$ cat config.mk
export PLATFORM = sky130hd
export DESIGN_NAME = fft_frame_gen
export DESIGN_NICKNAME = d
export VERILOG_FILES = /design/src/rtl/fft_pkg.sv /design/src/rtl/fft_axis_reg.sv /design/src/rtl/fft_frame_gen.sv
export SDC_FILE = /design/constraint.sdc
export NUM_CORES = 1
export LEC_CHECK = 0
export CAP_MARGIN = 5
export CORE_UTILIZATION = 29
export DETAILED_ROUTE_END_ITERATION = 10
export GPL_TIMING_DRIVEN = 0
export HOLD_SLACK_MARGIN = 0.03
export PLACE_DENSITY = 0.54
export SLEW_MARGIN = 20
export SYNTH_ARGS = -nofsm -noshare
export SYNTH_HDL_FRONTEND = slang
export SYNTH_HIERARCHICAL = 1
export SYNTH_SLANG_ARGS = --single-unit
$ cat constraint.sdc
create_clock -name clk -period 5.9 [get_ports clk]
set_clock_uncertainty 0.1 [all_clocks]
set_input_delay 1.475 -clock clk [delete_from_list [all_inputs] [get_ports clk]]
set_output_delay 1.475 -clock clk [all_outputs]
set_load 0.005 [all_outputs]
$ cat src/rtl/fft_pkg.sv
// Shared FSM encoding and frame-length helper for the FFT input framer.
package fft_pkg;

  typedef enum logic [1:0] {
    IDLE   = 2'd0,
    ACTIVE = 2'd1,
    FLUSH  = 2'd2
  } state_t;

  // Frame length in samples for a given index width.
  function automatic int unsigned FFT_LEN(input int unsigned addr_width);
    return 32'd1 << (addr_width + 1);
  endfunction

endpackage

$ cat src/rtl/fft_axis_reg.sv
// One-stage valid/ready output register carrying data, user and last.
// Full throughput: a new word may load in the same cycle the held one drains.
module fft_axis_reg #(
  parameter int DW = 32,
  parameter int UW = 10
) (
  input  logic          clk,
  input  logic          rst_n,
  input  logic          in_valid,
  output logic          in_ready,
  input  logic [DW-1:0] in_data,
  input  logic [UW-1:0] in_user,
  input  logic          in_last,
  output logic          out_valid,
  input  logic          out_ready,
  output logic [DW-1:0] out_data,
  output logic [UW-1:0] out_user,
  output logic          out_last
);

  assign in_ready = ~out_valid | out_ready;

  always_ff @(posedge clk or negedge rst_n) begin
    if (!rst_n) begin
      out_valid <= 1'b0;
      out_data  <= '0;
      out_user  <= '0;
      out_last  <= 1'b0;
    end else if (in_valid && in_ready) begin
      out_valid <= 1'b1;
      out_data  <= in_data;
      out_user  <= in_user;
      out_last  <= in_last;
    end else if (out_ready) begin
      out_valid <= 1'b0;
    end
  end

endmodule

$ cat src/rtl/fft_frame_gen.sv
// Frames a sample stream into fixed-length FFT input frames, tagging each sample
// with its index and flagging the last one; one cycle latency, stalls the source.
module fft_frame_gen
  import fft_pkg::*;
#(
  parameter int DATA_WIDTH = 16,
  parameter int ADDR_WIDTH = 9
) (
  input  logic                    clk,
  input  logic                    rst_n,
  input  logic                    fft_start,
  input  logic                    src_valid,
  output logic                    src_ready,
  input  logic [2*DATA_WIDTH-1:0] src_data,
  output logic                    s_axi_valid,
  input  logic                    s_axi_ready,
  output logic [2*DATA_WIDTH-1:0] s_axi_data,
  output logic                    s_axi_last,
  output logic [ADDR_WIDTH:0]     s_axi_user,
  output logic                    busy,
  output logic                    start_err,
  output logic [15:0]             frame_cnt
);

  localparam int unsigned            N        = FFT_LEN(ADDR_WIDTH);
  localparam logic [ADDR_WIDTH:0]    LAST_IDX = (ADDR_WIDTH + 1)'(N - 1);

  state_t              state;
  logic [ADDR_WIDTH:0] cnt;
  logic                reg_ready;
  logic                accept;
  logic                last_hs;

  assign src_ready = (state == ACTIVE) & reg_ready;
  assign accept    = src_valid & src_ready;
  assign last_hs   = s_axi_valid & s_axi_ready & s_axi_last;
  assign busy      = (state != IDLE);

  fft_axis_reg #(
    .DW(2 * DATA_WIDTH),
    .UW(ADDR_WIDTH + 1)
  ) u_out_reg (
    .clk      (clk),
    .rst_n    (rst_n),
    .in_valid (accept),
    .in_ready (reg_ready),
    .in_data  (src_data),
    .in_user  (cnt),
    .in_last  (cnt == LAST_IDX),
    .out_valid(s_axi_valid),
    .out_ready(s_axi_ready),
    .out_data (s_axi_data),
    .out_user (s_axi_user),
    .out_last (s_axi_last)
  );

  always_ff @(posedge clk or negedge rst_n) begin
    if (!rst_n) begin
      state     <= IDLE;
      cnt       <= '0;
      start_err <= 1'b0;
      frame_cnt <= '0;
    end else begin
      start_err <= 1'b0;
      case (state)
        IDLE: begin
          if (fft_start) begin
            state <= ACTIVE;
            cnt   <= '0;
          end
        end
        ACTIVE: begin
          if (fft_start) start_err <= 1'b1;
          // The counter stops at the last index so it never wraps inside a frame.
          if (accept) begin
            if (cnt == LAST_IDX) state <= FLUSH;
            else                 cnt   <= cnt + 1'b1;
          end
        end
        FLUSH: begin
          if (last_hs) begin
            frame_cnt <= frame_cnt + 16'd1;
            if (fft_start) begin
              state <= ACTIVE;
              cnt   <= '0;
            end else begin
              state <= IDLE;
            end
          end else if (fft_start) begin
            start_err <= 1'b1;
          end
        end
        default: state <= IDLE;
      endcase
    end
  end

endmodule

== Word level (Yosys, flattened, before mapping) ==
Index checks and enable logic that the tools add are counted.

* $add $sub $neg: 2
* Equality and inequality tests: 8
* Muxes and demuxes: 16
* Bitwise gates (word level): 6
* Reduce and logical (&&, ||, !) cells: 8

{| class="wikitable"
|+ Operator list
! cell !! number
|-
| 10-bit 2-to-1 mux || 4
|-
| 10-bit one-hot mux with 3 select lines || 1
|-
| 16-bit by 1-bit adder with 16-bit output, second input constant || 1
|-
| 10-bit by 1-bit adder with 10-bit output, second input constant || 1
|-
| 10-bit == test, second input constant || 1
|-
| 2-bit 2-to-1 mux || 4
|-
| 4-bit AND reduction || 2
|-
| 2-bit != test, second input constant || 3
|-
| 2-bit one-hot mux with 3 select lines || 1
|-
| 1-bit 2-to-1 mux || 5
|-
| 1-bit bitwise AND || 4
|-
| 2-bit by 1-bit != test with 1-bit output, second input constant || 2
|-
| 2-bit nonzero test || 2
|-
| 3-bit nonzero test || 1
|-
| 2-bit by 1-bit == test with 1-bit output, second input constant || 1
|-
| 2-bit == test, second input constant || 1
|-
| 2-bit zero test || 1
|-
| 1-bit one-hot mux with 2 select lines || 1
|-
| 2-bit AND reduction || 1
|-
| 1-bit logical AND || 1
|-
| 1-bit inverter || 1
|-
| 1-bit OR || 1
|}

* Register bits: 73

== Logic depth before layout (Yosys ltp) ==
* Word-level depth: 6
* Mapped depth: 8

== Modules after synthesis ==
Netlist, hierarchy kept.

{| class="wikitable"
|+ By module, submodules not included
! module !! times used !! cells each !! area each (µm²) !! sequential area each (µm²)
|-
| fft_axis_reg || 1 || 94 || 1811.7 || 1101.1
|-
| fft_frame_gen || 1 || 151 || 1557.7 || 725.7
|}

== Least setup slack after synthesis ==
Ideal clock, no wire load.

* Path kind: input to output
* From: input s_axi_ready
* To: output src_ready
* Arrival time: 1785 ps
* Required time: 4325 ps
* Setup slack: 2540 ps
* Stages on the path: 2
* Path buffers: 0
* Path through: nand2b_4 > and2_1

* Cells in the longest elaborated chain, start to end: 2

{| class="wikitable"
|+ RTL lines
! item !! line !! text
|-
| start, declared || fft_frame_gen.sv:16 || <nowiki>input logic s_axi_ready,</nowiki>
|-
| 1-bit OR || fft_axis_reg.sv:21 || <nowiki>assign in_ready = ~out_valid | out_ready;</nowiki>
|-
| 1-bit bitwise AND || fft_frame_gen.sv:34 || <nowiki>assign src_ready = (state == ACTIVE) & reg_ready;</nowiki>
|-
| end, declared || fft_frame_gen.sv:13 || <nowiki>output logic src_ready,</nowiki>
|}

Every way passes these cells.

== Worst setup path after layout ==
* From: input s_axi_ready
* To: output src_ready

* Cells in the longest elaborated chain, start to end: 2

{| class="wikitable"
|+ RTL lines
! item !! line !! text
|-
| 1-bit OR || fft_axis_reg.sv:21 ||
|-
| via reg_ready || fft_frame_gen.sv:30 || <nowiki>logic reg_ready;</nowiki>
|-
| 1-bit bitwise AND || fft_frame_gen.sv:34 ||
|}

The timed path passes the listed nets, and every way through them passes these cells.

==> impl_summary.md <==
Worst setup path
The maximum single-stage delay on the critical path is 0.52 ns. The startpoint identified for the worst register-to-register timing path is state[0]. The slowest stage of the critical path belongs to the cell sky130_fd_sc_hd__clkdlybuf4s50_1. In this run the register-to-register setup slack is 3.86 ns.

The critical path contains buffers and inverters numbering 2 combined. STA puts the critical path data arrival time at 2.81 ns. Grouping stages by cell kind, the critical path spends the most delay in buffers and inverters.

At the worst endpoint, the required time is 4.32 ns. The worst setup path is captured at an output pin. Of all nets on the critical path, the largest fanout is 4. The type of the setup path with the least slack is in2out.

By instance count, the cell type seen most on the critical path is sky130_fd_sc_hd__clkdlybuf4s50_1. Walking the worst path, the cells encountered are clkdlybuf4s50_1 -> nand2b_4 -> and2_1 -> clkdlybuf4s50_1. The worst setup path is launched from a primary input. The depth of the most critical reg-to-reg path is 6. The critical path runs through a total of 4 cells. The reg-to-reg critical path endpoint is frame_cnt[15].

Flow run
Across the run, the number of max-cap violations was 0.

Drt
The DRC violations left is 0. The detailed-route wire length per cell is 14.6 µm. The via-per-instance ratio is 4.59. The routed wire length is 7.30 mm. In this run the remaining antenna-violating nets after routing total 0. The count of TritonRoute iterations in the first routing pass is 4.

The number of vias after detailed routing is 2301. The first routing iteration left 63 violations.

Cells and area
The net count of the finished layout is 399. The layout filler cell count is 1063. The library cells used most frequently in the layout, excluding fill and tap cells, are sky130_fd_sc_hd__clkdlybuf4s50_1 (98), sky130_fd_sc_hd__dfrtp_1 (73), sky130_fd_sc_hd__mux2_4 (40), sky130_fd_sc_hd__nand2_1 (14). The end-of-flow core utilization is 43.9%. The library cell used most frequently in the layout, excluding fill and tap cells, is sky130_fd_sc_hd__clkdlybuf4s50_1. The synthesis-to-layout area growth is 44.3%. Cells with a size suffix above 1 make up 23.0% of the layout. 0 antenna diodes ended up in the layout.

Timing
The worst slew margin relative to its limit is 67.1%. The final max-slew violation count was 0. The final number of hold-violating endpoints is 0. After routing, the total negative slack on setup checks comes to 0 ns. The share of the clock period used by the worst path after layout is 74.4%.

Setup repair after global routing left no endpoint under its margin. Setup violations remaining at the end of the flow were counted as 0. The tightest hold margin is 0.374 ns. The transition time of the tightest slew-check pin is 0.487 ns. The minimum setup slack in the final design is 1.51 ns. Static timing analysis puts the maximum clock frequency at 228 MHz. The shortest clock period the worst path allows after layout is 4.39 ns.

Synthesis
The cell count after synthesis came out at 245. The share of flip-flops with an asynchronous set or reset after synthesis is 100%. Of the synthesized area, sequential elements account for 54.2%. After synthesis the cells add up to 0.00337 mm². The predominant post-synthesis flop cell is sky130_fd_sc_hd__dfrtp_1. The synthesized area per cell is 13.8 µm². The count of cell types in the netlist is 41. During synthesis, Yosys emitted a total of 6 warnings. Counting every net in the synthesized netlist gives 288. The total of flip-flops plus latches after synthesis is 73.

In this run, synthesis inferred 0 flip-flops with an integrated enable.

CTS
The TritonCTS buffer count is 9. The CTS root buffer is sky130_fd_sc_hd__clkbuf_16. The number of gates resized after CTS was 0. CTS saw 73 sinks.

Counting along the longest clock path gives a buffer depth of 2. For this design, the CTS-stage hold fixing added 0 buffers. The clock-pin slew on the worst setup and hold paths is 0.05 ns. The clock tree from TritonCTS is built.

The clock insertion delay at the later pin of the skew report is 0.33 ns. The number of setup buffers added after CTS is 0. The H-tree was split into 3 levels.

Worst hold path
For hold timing, the worst endpoint is frame_cnt[15]. The startpoint identified for the worst hold timing path is frame_cnt[15]. The count of cells along the worst hold path is 1. The min-delay analysis places its worst path in the category reg2reg.

Power
Internal power comes to 1530 µW. The combinational group share of total power is 37.3%. The sum of internal, switching and leakage power is 2070 µW. The power per cell area is 426 mW/mm².

Of the total power, the share spent switching nets is 26.1%. Summed over all cells, the static leakage comes to 0.00228 µW. IR analysis of the VDD net gives a maximum drop of 0.184 mV. The power share of the clock group is 26.9%.

Registers are responsible for 35.8% of the overall power. The power spent charging and discharging nets is 540 µW.

Place
In this run the tool buffered the top-level ports with 99 buffer cells. The worst slack at placement is 1.51 ns. The HPWL after detailed placement is 5.17 mm. At the end of routability-driven placement, the weighted congestion stood at 0.753.

Run status
The flow ran to the end, and the final reports show no timing, DRC or antenna violations.

GRT
The global-route wire length before repair is 11.8 mm. Global routing used 13.1% of the available tracks across all layers. The via count of the first global-routing pass is 2346. The initial antenna violation count is 0.

The overflow left after global routing is 0. The largest net degree at the start of global routing is 39.

Die
The row count is 38. The die is 110 µm tall. For this design the top-level I/O count stands at 100. The die area is 0.0121 mm². The initial core utilization is 30.4%. The standard cell core area is 0.0111 mm². The width of the chip is 110 µm.
-- routing by layer --
layer	vias up	track usage [%]	part of all wire, %
li1	1106	-	-
met1	1115	16.2	46
met2	68	20.9	46
met3	12	3.26	5.5
met4	0	6.95	1.9
met5	-	0	0
-- area by class of cell --
cell class | instances | area [µm²] | area share, %
Tap cell | 140 | 175 | 3.60
Inverter | 8 | 31.3 | 0.643
Timing Repair Buffer | 100 | 1010 | 20.7
Clock buffer | 14 | 274 | 5.64
Multi-Input combinational cell | 156 | 1440 | 29.5
Sequential cell | 73 | 1830 | 37.6
Buffer | 8 | 76.3 | 1.57
Clock inverter | 2 | 35.0 | 0.721
-- registers in the layout, indices dropped and copies added (netlist names) --
signal and cells:
cnt 10, frame_cnt 16, start_err 1, state 2
u_out_reg/out_data 32, u_out_reg/out_last 1, u_out_reg/out_user 10, u_out_reg/out_valid 1
-- kinds of logic (layout without fill, tap and decap cells) --
logic type / after synthesis / count (layout) / synth area share, %
compound gates: 21 / 21 / 5.05
buf+inv: 16 / 132 / 3.19
fa+ha+maj: 6 / 6 / 2.23
flops: 73 / 73 / 54.2
simple gates: 69 / 69 / 12.0
mux: 45 / 45 / 19.5
xor+xnor: 15 / 15 / 3.90
-- Yosys cell counts, drive strengths merged (3+ instances only) --
master  count  area share (%)
a211o       6             1.7
a21oi       4            0.59
and3        8             1.5
and4        3            0.78
buf         7             2.2
dfrtp      73              54
ha          6             2.2
inv         7            0.78
mux2       44              19
nand2      16             2.1
nand3      11             1.9
nand4       7             1.3
nor2        5            0.56
nor3       11             1.8
xnor2      10             2.6
xor2        5             1.3
-- stage by stage --
stage | cell area (µm²) | cells
6_report | 4860 | 501
5_1_grt | 4860 | 501
4_1_cts | 4860 | 501
3_5_place_dp | 4550 | 485
3_3_place_gp | 4540 | 484
2_1_floorplan | 3370 | 245
-- power groups by stage --
stage / registers, µW / logic (µW) / clock network, µW
2_1_floorplan: 752 / 389 / 0
3_3_place_gp: 743 / 776 / 0
3_5_place_dp: 748 / 781 / 0
4_1_cts: 743 / 785 / 575
5_1_grt: 763 / 834 / 598
6_report: 742 / 773 / 558
-- how the worst max path moves through the flow --
stage / start / end / slack (ns)
floorplan: s_axi_ready / src_ready / 2.54
global placement: rst_n / state[1] / 0.49
detailed placement: s_axi_ready / src_ready / 1.51
CTS: s_axi_ready / src_ready / 1.50
global route: s_axi_ready / src_ready / 1.46
finish: s_axi_ready / src_ready / 1.51
Note: power is estimated with default switching activity, not from simulation.
==> RTL edit: new RTL, same flow settings <==
Change the parameter `ADDR_WIDTH` from 9 to 11.
--- a/src/rtl/fft_frame_gen.sv
+++ b/src/rtl/fft_frame_gen.sv
@@ -5,5 +5,5 @@
 #(
   parameter int DATA_WIDTH = 16,
-  parameter int ADDR_WIDTH = 9
+  parameter int ADDR_WIDTH = 11
 ) (
   input  logic                    clk,
Interface: changed (resized s_axi_user); port bits go from 100 to 102. No check against the original RTL was run, so the function may have changed too.
==> RTL edit against the original RTL <==
- sequential share of layout area rose by 0.082 points
- synthesized cell count rose by 8.6%
- cell area rose by 5.2%
- sequential cell count rose by 4
- largest power group unchanged
- total power rose by 0.46%
- hold slack improved by 2.9 ps
- combinational power fell by 2%
- largest cell class unchanged
- setup slack improved by 7.1 ps
- routed wire length rose by 4.2%
- fmax rose by 0.16%
- cell count rose by 6.0%
- synthesized area rose by 6.4%
- register-to-register slack got worse by 240 ps
- via count rose by 9.3%
==> RTL edit: results (changes against the original RTL) <==
----------------------------------------------------
[Cells and area]
  Filler cell count in the final layout ... 1,128 (was 1,063)
  Net count, final ... 423 (was 399)
  Share of layout cells above drive strength 1 ... 0.201 (was 0.230)
  Number of antenna cells inserted ... 0 (unchanged)

[Routing]
  Total via count after detailed routing ... 2,514 (was 2,301)
  Routed length on met1 ... 3880 um (was 3370 um)
  First DRT Iteration DRCs ... 129 (was 63)
  Met3 wire length ... 417 um (was 404 um)
  Met2 WL post-DR ... 3220 um (was 3390 um)
  Routed length per instance ... 14.3 um (was 14.6 um)
  DRT Wirelength ... 7600 um (was 7300 um)

[Placed design]
  Total placed instance area ... 4800 um2 (was 4550 um2)
  Number of buffers inserted by port buffering ... 101 (was 99)
  Last weighted congestion value of the routability-driven placer ... 0.763 (was 0.753)
  Total placed cells including tap cells ... 515 (was 485)
  Pre-CTS setup slack ... 1530 ps (was 1510 ps)
  Dpl hpwl ... 5180 um (was 5170 um)

[Status]
  Outcome ... completed (unchanged)

[Synthesis]
  Ranking of synthesized cells by instance count ... 77 x dfrtp_1, 40 x mux2_4, 16 x o31ai_1 (was 73 x dfrtp_1, 40 x mux2_4, 14 x nand2_1)
  Cells taking the most area after synthesis ... dfrtp_1 54%, mux2_4 17%, o31ai_1 3.4%, xnor2_1 3.2%, ha_1 2.4% (was dfrtp_1 54%, mux2_4 18%, xnor2_1 2.6%, ha_1 2.2%, buf_6 2.0%)
  Register area share after synthesis ... 0.538 (was 0.542)
  Number of unique standard cell types used by synthesis ... 40 (was 41)

[Power and ir drop]
  LEAKAGE ... 2.30 nW (was 2.28 nW)
  Maximum resistive drop on vdd ... 163 uV (was 184 uV)

[STA]
  Pin slew with the least headroom to its limit ... 665 ps (was 487 ps)

[Global route]
  Global-route total usage across every layer ... 0.125 (was 0.131)
  Global Route met3 Usage ... 0.0332 (was 0.0326)
  Global routing met1 resource utilization ... 0.174 (was 0.162)
  Maximum number of pins on one net before global-route repair ... 51 (was 39)
  Wire length of the first global-routing pass ... 12,500 um (was 11,800 um)

[Worst setup path]
  Worst-path cell with the longest stage delay ... clkdlybuf4s50_1 (unchanged)
  Crit-path max FO ... 5 (was 4)

[Clocking]
  Clock transition at path regs ... 60 ps

----------------------------------------------------
RTL edit: layout make-up:
class	count	area, um2	area share
buffer	10	92.6	0.0181
clock buffer	13	270	0.0528
clock inverter	3	42.5	0.00831
inverter	8	30.0	0.00587
multi-input combinational	171	1540	0.300
sequential	77	1930	0.377
tap	147	184	0.0359
timing repair buffer	102	1040	0.202
RTL edit: path summary, 6_finish.rpt:
kind / startpoint / to / slack, ps / depth (start not counted)
min in group asynchronous: rst_n / u_out_reg/out_data[10] / 970 / 1
max in group asynchronous: rst_n / u_out_reg/out_data[19] / 4160 / 2
worst max register to register: state[0] / frame_cnt[8] / 3620 / 6
worst min register to register: frame_cnt[15] / frame_cnt[15] / 380 / 1
worst min-delay path: frame_cnt[15] / frame_cnt[15] / 380 / 1
worst max-delay path: s_axi_ready / src_ready / 1520 / 4
RTL edit: cell families (layout without fill, tap and decap cells):
| kind of cell | after synthesis | after routing | synth area share |
|---|---|---|---|
| adder cells (fa/ha/maj) | 7 | 7 | 0.0244 |
| flip-flops | 77 | 77 | 0.538 |
| multiplexers | 45 | 45 | 0.183 |
| XOR/XNOR | 15 | 15 | 0.0367 |
| AO/OA/AOI/OAI | 40 | 40 | 0.0778 |
| AND/OR/NAND/NOR | 64 | 64 | 0.106 |
| buffers and inverters | 18 | 136 | 0.0342 |
RTL edit: power by group:
group	internal, mW	switching, mW	total [mW]
combinational	0.507	0.249	0.757
sequential	0.670	0.0867	0.756
clock	0.362	0.208	0.569
total	1.54	0.544	2.08
RTL edit: per-stage QoR:
stage	hold WS, ps	power (mW)
floorplan	365	1.15
global placement	363	1.52
detailed placement	370	1.52
CTS	383	2.12
global route	404	2.21
finish	377	2.08
